### src/rtl/pc_redirect_unit_pkg.sv
// pc_redirect_unit_pkg: shared types and constants for the fetch-side PC redirect unit.
package pc_redirect_unit_pkg;
   typedef enum logic [1:0] {RUN, FLUSH_S, MEM_WAIT} state_t;
   localparam int          INSTR_BYTES   = 4;
   localparam int          CNT_W         = 3;
   localparam logic [31:0] DEF_RESET_VEC = 32'h0000_0000;
   localparam logic [31:0] DEF_TRAP_VEC  = 32'h0000_0100;
   function automatic logic [31:0] seq_pc(input logic [31:0] pc);
      return pc + 32'(INSTR_BYTES);
   endfunction
endpackage

### src/rtl/pc_redirect_unit_redirect_flush_counter.sv
// redirect_flush_counter: down-counter that keeps the flush asserted for the
// cycles following a redirect; reset wins over a same-cycle load.
module redirect_flush_counter
   import pc_redirect_unit_pkg::*;
(
   input  logic             i_clk,
   input  logic             i_reset,
   input  logic             i_load,
   input  logic [CNT_W-1:0] i_depth,
   input  logic             i_tick,
   output logic             o_busy,
   output logic             o_last
);
   logic [CNT_W-1:0] r_cnt;
   always_ff @(posedge i_clk)
      if (!i_reset) r_cnt <= '0;
      else if (i_load) r_cnt <= i_depth;
      else if (i_tick && r_cnt != '0) r_cnt <= r_cnt - 1'b1;
   assign o_busy = r_cnt != '0;
   assign o_last = r_cnt == CNT_W'(1);
endmodule

### src/rtl/pc_redirect_unit.sv
// pc_redirect_unit: owns the fetch PC, applies branch redirects and flushes younger stages.
// Optional PC_MISALIGN_TRAP_EN sends misaligned redirect targets to TRAP_VEC.
module pc_redirect_unit
   import pc_redirect_unit_pkg::*;
#(
`ifdef PC_MISALIGN_TRAP_EN
   parameter logic [31:0] TRAP_VEC    = DEF_TRAP_VEC,
`endif
   parameter logic [31:0] RESET_VEC   = DEF_RESET_VEC,
   parameter int          FLUSH_DEPTH = 2
)(
   input  logic        i_clk,
   input  logic        i_reset,
   input  logic        i_branch_sel,
   input  logic [31:0] i_b_pc,
   input  logic        i_stall,
   input  logic        i_imem_ready,
   output logic [31:0] o_pc,
   output logic [31:0] o_pc_4,
   output logic        o_flush,
   output logic        o_fetch_valid,
   output logic        o_misalign
);
   localparam state_t REDIR_STATE = (FLUSH_DEPTH > 1) ? FLUSH_S : RUN;
   state_t      r_state, w_state_nxt;
   logic [31:0] r_pc, w_pc_nxt, w_target;
   logic        w_busy, w_last;
`ifdef PC_MISALIGN_TRAP_EN
   logic w_misalign, r_misalign;
   assign w_misalign = |i_b_pc[1:0];
   assign w_target   = w_misalign ? TRAP_VEC : i_b_pc;
   always_ff @(posedge i_clk)
      if (!i_reset) r_misalign <= 1'b0;
      else r_misalign <= i_branch_sel & w_misalign;
   assign o_misalign = r_misalign;
`else
   assign w_target   = i_b_pc & ~32'h3;
   assign o_misalign = 1'b0;
`endif
   redirect_flush_counter u_flush_cnt (
      .i_clk   (i_clk),
      .i_reset (i_reset),
      .i_load  (i_branch_sel),
      .i_depth (CNT_W'(FLUSH_DEPTH - 1)),
      .i_tick  (r_state == FLUSH_S),
      .o_busy  (w_busy),
      .o_last  (w_last)
   );
   always_comb begin
      w_state_nxt = r_state;
      w_pc_nxt    = r_pc;
      if (i_branch_sel) begin
         w_pc_nxt    = w_target;
         w_state_nxt = REDIR_STATE;
      end else begin
         unique case (r_state)
            FLUSH_S: begin
               w_state_nxt = w_last ? RUN : FLUSH_S;
               w_pc_nxt    = (i_imem_ready && !i_stall) ? o_pc_4 : r_pc;
            end
            MEM_WAIT: if (!i_stall && i_imem_ready) begin
               w_pc_nxt    = o_pc_4;
               w_state_nxt = RUN;
            end
            default: if (!i_stall) begin
               w_pc_nxt    = i_imem_ready ? o_pc_4 : r_pc;
               w_state_nxt = i_imem_ready ? RUN : MEM_WAIT;
            end
         endcase
      end
   end
   always_ff @(posedge i_clk)
      if (!i_reset) begin
         r_state <= RUN;
         r_pc    <= RESET_VEC;
      end else begin
         r_state <= w_state_nxt;
         r_pc    <= w_pc_nxt;
      end
   assign o_pc          = r_pc;
   assign o_pc_4        = seq_pc(r_pc);
   assign o_flush       = i_branch_sel | w_busy;
   assign o_fetch_valid = i_reset & i_imem_ready & ~o_flush & ~i_stall;
endmodule

### config.mk
export PLATFORM = sky130hd
export DESIGN_NAME = pc_redirect_unit
export DESIGN_NICKNAME = d
export VERILOG_FILES = /design/src/rtl/pc_redirect_unit_pkg.sv /design/src/rtl/pc_redirect_unit_redirect_flush_counter.sv /design/src/rtl/pc_redirect_unit.sv
export SDC_FILE = /design/constraint.sdc
export NUM_CORES = 1
export LEC_CHECK = 0
export ABC_AREA = 1
export CORE_MARGIN = 5
export CORE_UTILIZATION = 34
export CTS_BUF_LIST = sky130_fd_sc_hd__clkbuf_4 sky130_fd_sc_hd__clkbuf_8
export DETAILED_ROUTE_END_ITERATION = 7
export MAX_ROUTING_LAYER = met4
export PLACE_DENSITY_LB_ADDON = 0.12
export SYNTH_ARGS = -nofsm -noshare
export SYNTH_HDL_FRONTEND = slang
export SYNTH_SLANG_ARGS = --single-unit
export TNS_END_PERCENT = 100
### constraint.sdc
create_clock -name i_clk -period 2.95 [get_ports i_clk]
set_clock_uncertainty 0.2 [all_clocks]
set_input_delay 0.59 -clock i_clk [delete_from_list [all_inputs] [get_ports i_clk]]
set_output_delay 0.59 -clock i_clk [all_outputs]
set_load 0.005 [all_outputs]
# Word-level counts from Yosys, hierarchy flattened
# Cells that the tools add are included.
classes:
  reduce_logical: 13
  n_eq_ne: 11
  addsub: 2
  muxes: 13
  n_bitwise: 7
op_table:
  columns: ["op", "count"]
  rows:
  - ["32-bit 2-to-1 mux", 5]
  - ["32-bit by 3-bit adder with 32-bit output, second input constant", 1]
  - ["2-bit 2-to-1 mux", 3]
  - ["3-bit by 1-bit inequality test with 1-bit output, second input constant", 2]
  - ["3-bit inequality test, second input constant", 2]
  - ["3-bit AND reduction", 2]
  - ["3-bit nonzero test", 2]
  - ["1-bit 2-to-1 mux", 4]
  - ["2-bit inequality test, second input constant", 2]
  - ["4-bit by 2-bit inequality test with 1-bit output, second input constant", 1]
  - ["2-bit case mux with 2 select lines", 1]
  - ["2-bit AND reduction", 2]
  - ["2-bit nonzero test", 2]
  - ["2-bit OR reduction", 2]
  - ["1-bit bitwise AND", 3]
  - ["3-bit by 1-bit == test with 1-bit output, second input constant", 1]
  - ["1-bit inverter", 3]
  - ["3-bit by 1-bit subtractor with 3-bit output, second input constant", 1]
  - ["2-bit by 1-bit == test with 1-bit output, second input constant", 1]
  - ["2-bit == test, second input constant", 1]
  - ["1-bit logical AND", 2]
  - ["2-bit by 1-bit inequality test with 1-bit output, second input constant", 1]
  - ["1-bit logical NOT", 1]
  - ["1-bit OR", 1]
word_totals:
  out_inout_bits: 67
  elab_cells: 52
  in_bits: 37
  ff_bits: 37

# Depth between registers and ports, before layout
# Gate-level depths: netlist of the first run.
logic_depth:
  word_depth: 5
  depth_mapped: 10

# Modules after synthesis
# A second synthesis of the first run with hierarchy kept.
unflattened:
  cells_unflattened: 419
  area_unflattened_um2: 2632.5
modules_own_cells:
  columns: ["mod", "cells_each", "seq_area_each_um2", "area_per_inst_um2", "instances"]
  rows:
  - ["pc_redirect_unit", 384, 640.6, 2392.3, 1]
  - ["redirect_flush_counter", 35, 60.1, 240.2, 1]

# Worst setup path after synthesis of the first run
# Ideal clock, no wire load.
synth_path:
  kind: "reg-to-output"
  start: "register r_pc[3] (netlist: o_pc[3])"
  end: "output port o_pc_4[22]"
  path_buffers: 0
  arrival_ns: 1.300
  required_time_ns: 2.160
  path_slack_ns: 0.860
  path_stages_with_launch: 8
  path_cell_list: "dfxtp_1 ha_1 nand2_1 nor2_2 nand2_2 nor2_4 nand3_1 and2_1"
synth_via:
  elab_chain_len: 1
synth_rtl:
  columns: ["item", "line", "rtl"]
  rows:
  - ["start: declaration", "pc_redirect_unit.sv:26", "logic [31:0] r_pc, w_pc_nxt, w_target;"]
  - ["start signal: assignment", "pc_redirect_unit.sv:78", "r_pc <= w_pc_nxt;"]
  - ["32-bit by 3-bit adder with 32-bit output", "pc_redirect_unit_pkg.sv:9", "return pc + 32'(INSTR_BYTES);"]
  - ["end: declaration", "pc_redirect_unit.sv:19", "output logic [31:0] o_pc_4,"]
# No other way between the ends.

# Worst setup path in the final report of the first run
layout_path:
  start: "register r_pc[2] (netlist: o_pc[2])"
  end: "output port o_pc_4[22]"
# Same word-level chain as after synthesis.

==> results.tsv, run 1 <==
stage	metric	value	unit
power_and_ir_drop	p_int	0.849	mW
placed_design	dp.cells	598	
floorplanning	design.core.area	0.00729	mm²
layout	n_antenna_cell	0	
floorplanning	dieWidth	97.0	µm
route	wl_per_cell	13.1	µm
power_and_ir_drop	p_sw	0.342	mW
synth	synth_edf_count	0	
placed_design	finalWeightedCongestion	0.891	
layout	instances_no_fill	608	
sta	finalCriticalPeriod	2.85	ns
synth	syn-instance-count	409	
placed_design	io_buffer_count	96	
grt	antenna_found_initial	0	
layout	final_nets	554	
synth	synth_top_cell_area_share	27.3	%
critical_path	path_max_fanout	5	
critical_path	slowest_delay	0.49	ns
power_and_ir_drop	p_leak	1.50	nW
sta	hold_ws	0.292	ns
sta	fmax	0.351	GHz
clocking	cts_max_level	2	
floorplanning	rows	31	
route	detail-route-antenna-nets	0	
floorplanning	initial_core_util	35.3	%
route	routed_wl	7.96	mm
power_and_ir_drop	pwr-share-clk	28.3	%
power_and_ir_drop	combPwrFrac	26.0	%
synth	synth_area_leaders	dfxtp_1 (27%), nand2_1 (20%), inv_1 (8.2%), nor2_1 (5.0%), a21oi_1 (4.9%)	
grt	grt_overflow	0	
critical_path	required	2.16	ns
sta	finalSetupViolations	0	
floorplanning	ioPinCount	104	
route	drtPass1Iterations	4	
sta	rsz0062_at_grt	true	
critical_path	cpMostUsedCell	nand2_1	
synth	synth.most_common_cell	nand2_1	
clocking	clk_latency	0.29	ns
clocking	clock_path_buffers	2	
critical_path	path_buf_inv	1	
clocking	clkSinkCount	35	
power_and_ir_drop	ir_worst_vdd	0.194	mV
grt	grt_pass1_vias	2765	
critical_path	worstSetupPathType	reg2out	
run_status	status	completed	
synth	yosysTopAreaCell	dfxtp_1	
critical_path	cp_data_arrival_time	2.06	ns
route	viasPerCell	4.52	
synth	syn_area_per_cell	6.29	µm²
synth	dominantRegCellSynth	dfxtp_1	
grt	grt_max_degree	33	
clocking	root_buffer	clkbuf_8	
min_path	min_path_type	reg2reg	
clocking	cts_buffers	5	
layout	area_growth_syn_to_layout	48.1	%
critical_path	crit_path_start_kind	register	
placed_design	post-dp-hpwl	6.09	mm
flow_run	cap_violations	0	
route	vias	2749	
critical_path	end_kind	output port	
sta	worstMarginPinSlew	0.530	ns
synth	async_reset_ff_share	0	%
placed_design	preCtsSetupSlack	0.165	ns
sta	fin_setup_tns	0	ns
floorplanning	fp.dieH	97.0	µm
floorplanning	die-area	0.00940	mm²
critical_path	cp_slowest_cell	clkdlybuf4s50_1	
critical_path	path_cells	ha_4, nand2_1, nor2_4, nand2_2, nor2_4, nand2_1, nand2_1, and2_1, clkdlybuf4s50_1	
critical_path	path_delay_family	simple AND/OR/NAND/NOR gates	
power_and_ir_drop	power.density	313	mW/mm²
layout	drive_above_1_share	13.4	%
synth	synth_area	0.00257	mm²
synth	ys_seq_elements	35	
grt	gr-usage-all-layers	17.5	%
layout	num-fill-cells	753	
sta	slew-limit-headroom	64.7	%
synth	yosysWarnings	0	
grt	grt_pass1_wl	13.4	mm
synth	synthTopCellsByCount	nand2_1 (137), inv_1 (56), dfxtp_1 (35)	
route	drc	0	
synth	ys_seq_area_share	27.3	%
route	drt_iter0_drc	156	
clocking	clk_pin_slew	0.07	ns
power_and_ir_drop	p_sw_share	28.7	%
clocking	cts_tree	built	
sta	hold_viol	0	
sta	slew_viol_final	0	
clocking	cts_hold_buf	0	
sta	fin_ws	0.0978	ns
power_and_ir_drop	sequentialPowerShare	45.6	%
sta	period_share	96.7	%
synth	synth.distinct_cells	28	
routing by layer:
layer,part of all wire (%),wire length [µm],global-route usage (%)
met5,0,0,-
met4,0.68,54,3.35
met1,47,3780,22.8
met3,5.4,430,3.81
met2,46,3700,28.1
worst min-delay path, delay by kind of cell (launching register included):
kind	cells	cell delay (ns)
flip-flops	1	0.31
AND/OR/NAND/NOR	1	0.10
AO/OA/AOI/OAI	1	0.04
placed cells by master (no fill, tap or decap), types with 8 or more instances in the layout:
cell / instances
nand3_1: 18
a31oi_1: 8
inv_1: 56
dfxtp_2: 14
dfxtp_1: 19
o21ai_0: 20
nor2_4: 10
clkdlybuf4s50_1: 95
a21oi_1: 25
buf_4: 11
nand2_1: 136
nor2_1: 28
final timing paths:
check | slack, ns | end | start | cells after the start
worst max-delay path | 0.1 | o_pc_4[22] | o_pc[2]$_SDFFE_PN0P_ | 9
worst min-delay path | 0.29 | u_flush_cnt.r_cnt[1]$_SDFFE_PP0P_ | u_flush_cnt.r_cnt[1]$_SDFFE_PP0P_ | 2
worst max register to register | 1.20 | o_pc[18]$_SDFFE_PN0P_ | o_pc[2]$_SDFFE_PN0P_ | 9
worst min register to register | 0.29 | u_flush_cnt.r_cnt[1]$_SDFFE_PP0P_ | u_flush_cnt.r_cnt[1]$_SDFFE_PP0P_ | 2
state kept, by name (all words and copies together), names as in the netlist:
signal / count
r_state: 2
o_pc: 30
u_flush_cnt.r_cnt: 3
final cells by class:
class                      instances  area [µm²]  area share [%]
multi-input combinational        304        1620            42.6
timing repair buffer             107        1050            27.5
sequential                        35         726            19.1
inverter                          57         214            5.62
tap                               99         124            3.25
clock buffer                       6        76.3            2.00
power by group through the flow:
stage | registers [mW] | clock network, mW | logic [mW]
floorplan | 0.545 | 0 | 0.134
global placement | 0.550 | 0 | 0.308
detailed placement | 0.550 | 0 | 0.310
CTS | 0.541 | 0.353 | 0.313
global route | 0.549 | 0.369 | 0.345
finish | 0.544 | 0.337 | 0.310
repair_timing:
action,CTS,global route
setup endpoints to repair,8,19
buffers inserted,1,3
resized for setup,6,23
endpoints found under the hold margin,0,0
pin swaps,3,3
per-stage QoR:
stage	area, µm²	power, mW	util (%)
finish	3810	1.19	52.2
global route	3810	1.26	52.2
CTS	3740	1.21	51.3
detailed placement	3630	0.860	49.8
global placement	3630	0.858	49.8
floorplan	2590	0.679	-
logic make-up (layout without fill, tap and decap cells):
| group | Yosys count | after routing | share of synthesized area (%) |
|---|---|---|---|
| AOI/OAI and AO/OA | 64 | 64 | 14.3 |
| and+or+nand+nor | 213 | 213 | 36.2 |
| buffers and inverters | 74 | 170 | 11.9 |
| other | 1 | 5 | 0.146 |
| xor gates and xnor gates | 15 | 15 | 6.86 |
| DFF | 35 | 35 | 27.3 |
| adders and majority gates | 7 | 7 | 3.41 |
No activity file was read; power rests on OpenSTA's default activity.
==> run 2, diff against run 1 <==
SKIP_CTS_REPAIR_TIMING = 1   (was unset)
TNS_END_PERCENT = 1   (was 100)
==> run 2 against run 1 <==
Compared with the run above:
- global-route usage hardly changed
- critical path depth is 1 lower
- via count hardly changed
- routed wire length is 0.50% higher
- largest power group unchanged
- cell area is 0.20% lower
- cell count is 0.49% lower
- clock power hardly changed
- power is 0.11% higher
- die area stayed put
- maximum frequency is 0.34% lower
- sequential power hardly changed
==> results.tsv, run 2 (same netlist as run 1, synthesis figures left out) <==
stage	metric	value	unit
run_status	status	completed	
sta	hold_viol	0	
route	detail-route-antenna-nets	0	
sta	slew_viol_final	0	
clocking	clock_path_buffers	2	
placed_design	post-dp-hpwl	6.09	mm
grt	grt_overflow	0	
clocking	cts_buffers	5	
sta	period_share	97.0	%
power_and_ir_drop	power.density	314	mW/mm²
critical_path	path_max_fanout	5	
route	vias	2750	
sta	finalSetupViolations	0	
layout	drive_above_1_share	13.0	%
grt	grt_pass1_vias	2758	
floorplanning	ioPinCount	104	
sta	hold_ws	0.293	ns
flow_run	cap_violations	0	
layout	largest_reg_flops	30	
route	viasPerCell	4.55	
layout	layout_common_cells	nand2_1 (135), clkdlybuf4s50_1 (94), inv_1 (56), nor2_1 (29), a21oi_1 (25)	
critical_path	required	2.16	ns
route	drc	0	
floorplanning	die-area	0.00940	mm²
floorplanning	rows	31	
power_and_ir_drop	p_total	1.19	mW
sta	finalCriticalPeriod	2.86	ns
clocking	cts_max_level	2	
sta	rsz0062_at_grt	true	
layout	final_nets	551	
grt	gr-usage-all-layers	17.5	%
route	drtPass1Iterations	4	
floorplanning	initial_core_util	35.3	%
placed_design	io_buffer_count	96	
placed_design	finalWeightedCongestion	0.891	
grt	grt_max_degree	33	
layout	final_common_cell	nand2_1	
clocking	clk_pin_slew	0.07	ns
floorplanning	fp.dieH	97.0	µm
critical_path	end_kind	output port	
power_and_ir_drop	ir_worst_vdd	0.196	mV
layout	area_growth_syn_to_layout	47.8	%
clocking	cts_tree	built	
layout	n_antenna_cell	0	
clocking	clkSinkCount	35	
clocking	clk_latency	0.29	ns
min_path	hold_start	u_flush_cnt.r_cnt[1]$_SDFFE_PP0P_	
floorplanning	dieWidth	97.0	µm
sta	fmax	0.349	GHz
sta	slew-limit-headroom	64.5	%
grt	grt_pass1_wl	13.4	mm
route	wl_per_cell	13.2	µm
critical_path	cp_data_arrival_time	2.07	ns
floorplanning	design.core.area	0.00729	mm²
route	routed_wl	8.00	mm
critical_path	worstSetupPathType	reg2out	
route	drt_iter0_drc	159	
critical_path	crit_start	o_pc[2]$_SDFFE_PN0P_	
critical_path	rr_startpoint	o_pc[2]$_SDFFE_PN0P_	
clocking	root_buffer	clkbuf_8	
grt	antenna_found_initial	0	
power_and_ir_drop	p_leak	1.52	nW
critical_path	crit_path_start_kind	register	
sta	worstMarginPinSlew	0.532	ns
min_path	min_path_type	reg2reg	
## run 2: final cells by class
cell class,instances,area [µm²]
Fill cell,754,3490
Multi-Input combinational cell,304,1640
Timing Repair Buffer,104,1030
Sequential cell,35,726
Inverter,57,214
Tap cell,99,124
Clock buffer,6,76.3
## run 2: path summary, 6_finish.rpt
path / to / slack (ns) / cells after the start
max reg2reg: o_pc[18]$_SDFFE_PN0P_ / 1.21 / 9
max: o_pc_4[19] / 0.09 / 8
min: u_flush_cnt.r_cnt[1]$_SDFFE_PP0P_ / 0.29 / 2
min reg2reg: u_flush_cnt.r_cnt[1]$_SDFFE_PP0P_ / 0.29 / 2
## run 2: stage by stage
step	util, %	setup WS [ns]	cell area, µm²	instances	TNS, ns
2_1_floorplan	-	0.860	2590	413	0
3_3_place_gp	49.8	0.145	3630	598	0
3_5_place_dp	49.8	0.165	3630	598	0
4_1_cts	50.9	-0.121	3710	604	-0.468
5_1_grt	52.1	-0.0179	3800	605	-0.0179
6_report	52.1	0.0879	3800	605	0
## run 2: where the power goes
| group | internal (mW) | switching [mW] | leakage [nW] |
|---|---|---|---|
| clock | 0.167 | 0.171 | 0.0406 |
| sequential | 0.503 | 0.0406 | 0.295 |
| combinational | 0.179 | 0.131 | 1.18 |
| total | 0.849 | 0.343 | 1.52 |
## run 2: critical path, stage by stage, from the launching register on
cell and delay [ns]:
dfxtp_4 0.37, inv_1 0.09, nor2_4 0.18, nand2_4 0.11, nor2_4 0.19, nand2_1 0.08, nand2_1 0.07, and2_1 0.16
clkdlybuf4s50_1 0.52
## run 2: routing by layer
layer	wire length [µm]	vias up	share of wire (%)	GRT usage, %
li1	-	1454	-	-
met1	3820	1218	48	22.6
met2	3740	71	47	28.2
met3	382	7	4.8	4.68
met4	57	0	0.71	2.70
met5	0	-	0	-
==> run 3, diff against run 2 <==
REMOVE_ABC_BUFFERS = 1   (was unset)
SKIP_LAST_GASP = 1   (was unset)
==> run 3 against run 2 <==
Compared with the run above:
- maximum frequency down 2.3%
- critical path depth increased by 1
- power is 5.5% higher
- combinational power about the same
- sequential cell count is the same
- highest routed layer unchanged
- register-to-register slack worse by 0.06 ns
- hold slack better by 0.0067 ns
==> results.tsv, run 3 (same netlist as run 1, synthesis figures left out) <==
stage	metric	value	unit
sta	worstMarginPinSlew	0.527	ns
sta	fin_ws	0.0192	ns
floorplanning	rows	31	
sta	rsz0062_at_grt	true	
route	wl_per_cell	13.3	µm
layout	area_growth_syn_to_layout	46.8	%
critical_path	end_kind	output port	
min_path	min_delay_worst_endpoint	o_pc[2]$_SDFFE_PN0P_	
layout	multi_input_area	0.00159	mm²
grt	grt_overflow	0	
critical_path	worst-r2r-cell-count	11	
route	drt_iter0_drc	103	
clocking	cts_tree	built	
clocking	cts_buffers	5	
critical_path	path_delay_family	simple AND/OR/NAND/NOR gates	
clocking	clkSinkCount	35	
critical_path	path_buf_inv	2	
floorplanning	ioPinCount	104	
power_and_ir_drop	ir_worst_vdd	0.184	mV
flow_run	cap_violations	0	
clocking	cts_max_level	2	
critical_path	slowest_delay	0.50	ns
sta	fmax	0.341	GHz
floorplanning	fp.dieH	97.0	µm
grt	gr-usage-all-layers	17.7	%
min_path	hold_depth	2	
layout	num-fill-cells	762	
floorplanning	initial_core_util	35.3	%
run_status	status	completed	
layout	final_nets	552	
critical_path	cp_slowest_cell	clkdlybuf4s50_1	
route	drtPass1Iterations	4	
placed_design	dpl_cell_area	0.00363	mm²
route	drc	0	
critical_path	cp_data_arrival_time	2.14	ns
min_path	min_path_type	reg2reg	
critical_path	path_max_fanout	4	
route	detail-route-antenna-nets	0	
placed_design	dp.cells	598	
grt	antenna_found_initial	0	
sta	hold_viol	0	
layout	layout_common_cells	nand2_1 (137), clkdlybuf4s50_1 (95), inv_1 (56), nor2_1 (32), dfxtp_1 (31)	
floorplanning	dieWidth	97.0	µm
route	routed_wl	8.10	mm
layout	largest_reg_flops	30	
layout	n_antenna_cell	0	
sta	finalSetupViolations	0	
grt	grt_pass1_vias	2773	
critical_path	r2r_end	o_pc[26]$_SDFFE_PN0P_	
floorplanning	design.core.area	0.00729	mm²
sta	slew_viol_final	0	
clocking	root_buffer	clkbuf_8	
critical_path	required	2.16	ns
clocking	clk_latency	0.29	ns
min_path	hold_start	o_pc[2]$_SDFFE_PN0P_	
placed_design	finalWeightedCongestion	0.901	
power_and_ir_drop	power.density	333	mW/mm²
clocking	clk_pin_slew	0.08	ns
layout	design_area	0.00377	mm²
critical_path	worstSetupPathType	reg2out	
power_and_ir_drop	p_leak	1.50	nW
placed_design	post-dp-hpwl	6.36	mm
layout	drive_above_1_share	9.82	%
sta	finalCriticalPeriod	2.93	ns
layout	final_common_cell	nand2_1	
layout	final_util	51.8	%
sta	slew-limit-headroom	64.9	%
floorplanning	die-area	0.00940	mm²
critical_path	path_cells	ha_2, nand2_1, nor2_4, nand2_2, nor2_4, buf_4, nand3_1, nand2_1, clkdlybuf4s50_1	
critical_path	rrSetupSlack	1.15	ns
route	viasPerCell	4.61	
route	vias	2804	
grt	grt_pass1_wl	13.6	mm
placed_design	preCtsSetupSlack	0.114	ns
clocking	clock_path_buffers	2	
placed_design	io_buffer_count	96	
critical_path	crit_path_start_kind	register	
sta	period_share	99.3	%
grt	grt_max_degree	31	
layout	regArea	708	µm²
layout	instances_no_fill	608	
critical_path	rr_startpoint	o_pc[3]$_SDFFE_PN0P_	
-- run 3: worst reg2reg max path, cell delays in order, from the launching register on --
cell,delay (ns)
dfxtp_4,0.37
ha_2,0.20
nand2_1,0.09
nor2_4,0.12
nand2_2,0.13
nor2_4,0.16
buf_4,0.13
nand2_1,0.04
nand2_1,0.05
nand2_1,0.07
nand2_1,0.06
a21oi_1,0.06
-- run 3: worst max-delay path by stage --
stage	startpoint	end	slack, ns	cells after the start
3_5_place_dp	i_branch_sel	o_flush	0.11	5
6_report	o_pc[3]$_SDFFE_PN0P_	o_pc_4[26]	0.02	9
5_1_grt	o_pc[13]$_SDFFE_PN0P_	o_pc_4[24]	-0.08	7
2_1_floorplan	i_stall	o_pc[2]$_SDFFE_PN0P_	0.75	5
3_3_place_gp	i_reset	o_fetch_valid	0.09	6
4_1_cts	o_pc[3]$_SDFFE_PN0P_	o_pc_4[22]	-0.14	9
-- run 3: metal layers --
layer	vias to the layer above	GRT usage (%)	share of wire, %
met2	80	29.8	48
met3	11	4.89	5.6
li1	1462	-	-
met4	0	4.54	1.6
met1	1251	21.0	45
met5	-	-	0
-- run 3: area by class of cell --
| type | count | area share [%] |
|---|---|---|
| well taps | 99 | 3.28 |
| flip-flops and latches | 35 | 18.8 |
| clock buffers | 8 | 2.75 |
| inverters | 57 | 5.67 |
| multi-input cells | 304 | 42.2 |
| repair buffers | 105 | 27.3 |
-- run 3: report_power, final --
group          switching [mW]  internal (mW)
clock                   0.186          0.223
combinational           0.132          0.178
sequential             0.0388          0.501
-- run 3: per-stage QoR --
step                power, mW  TNS, ns  hold WS (ns)
floorplan               0.664        0         0.267
global placement        0.858        0         0.283
detailed placement      0.862        0         0.298
CTS                      1.28   -0.586         0.311
global route             1.34   -0.833         0.325
finish                   1.26        0         0.299
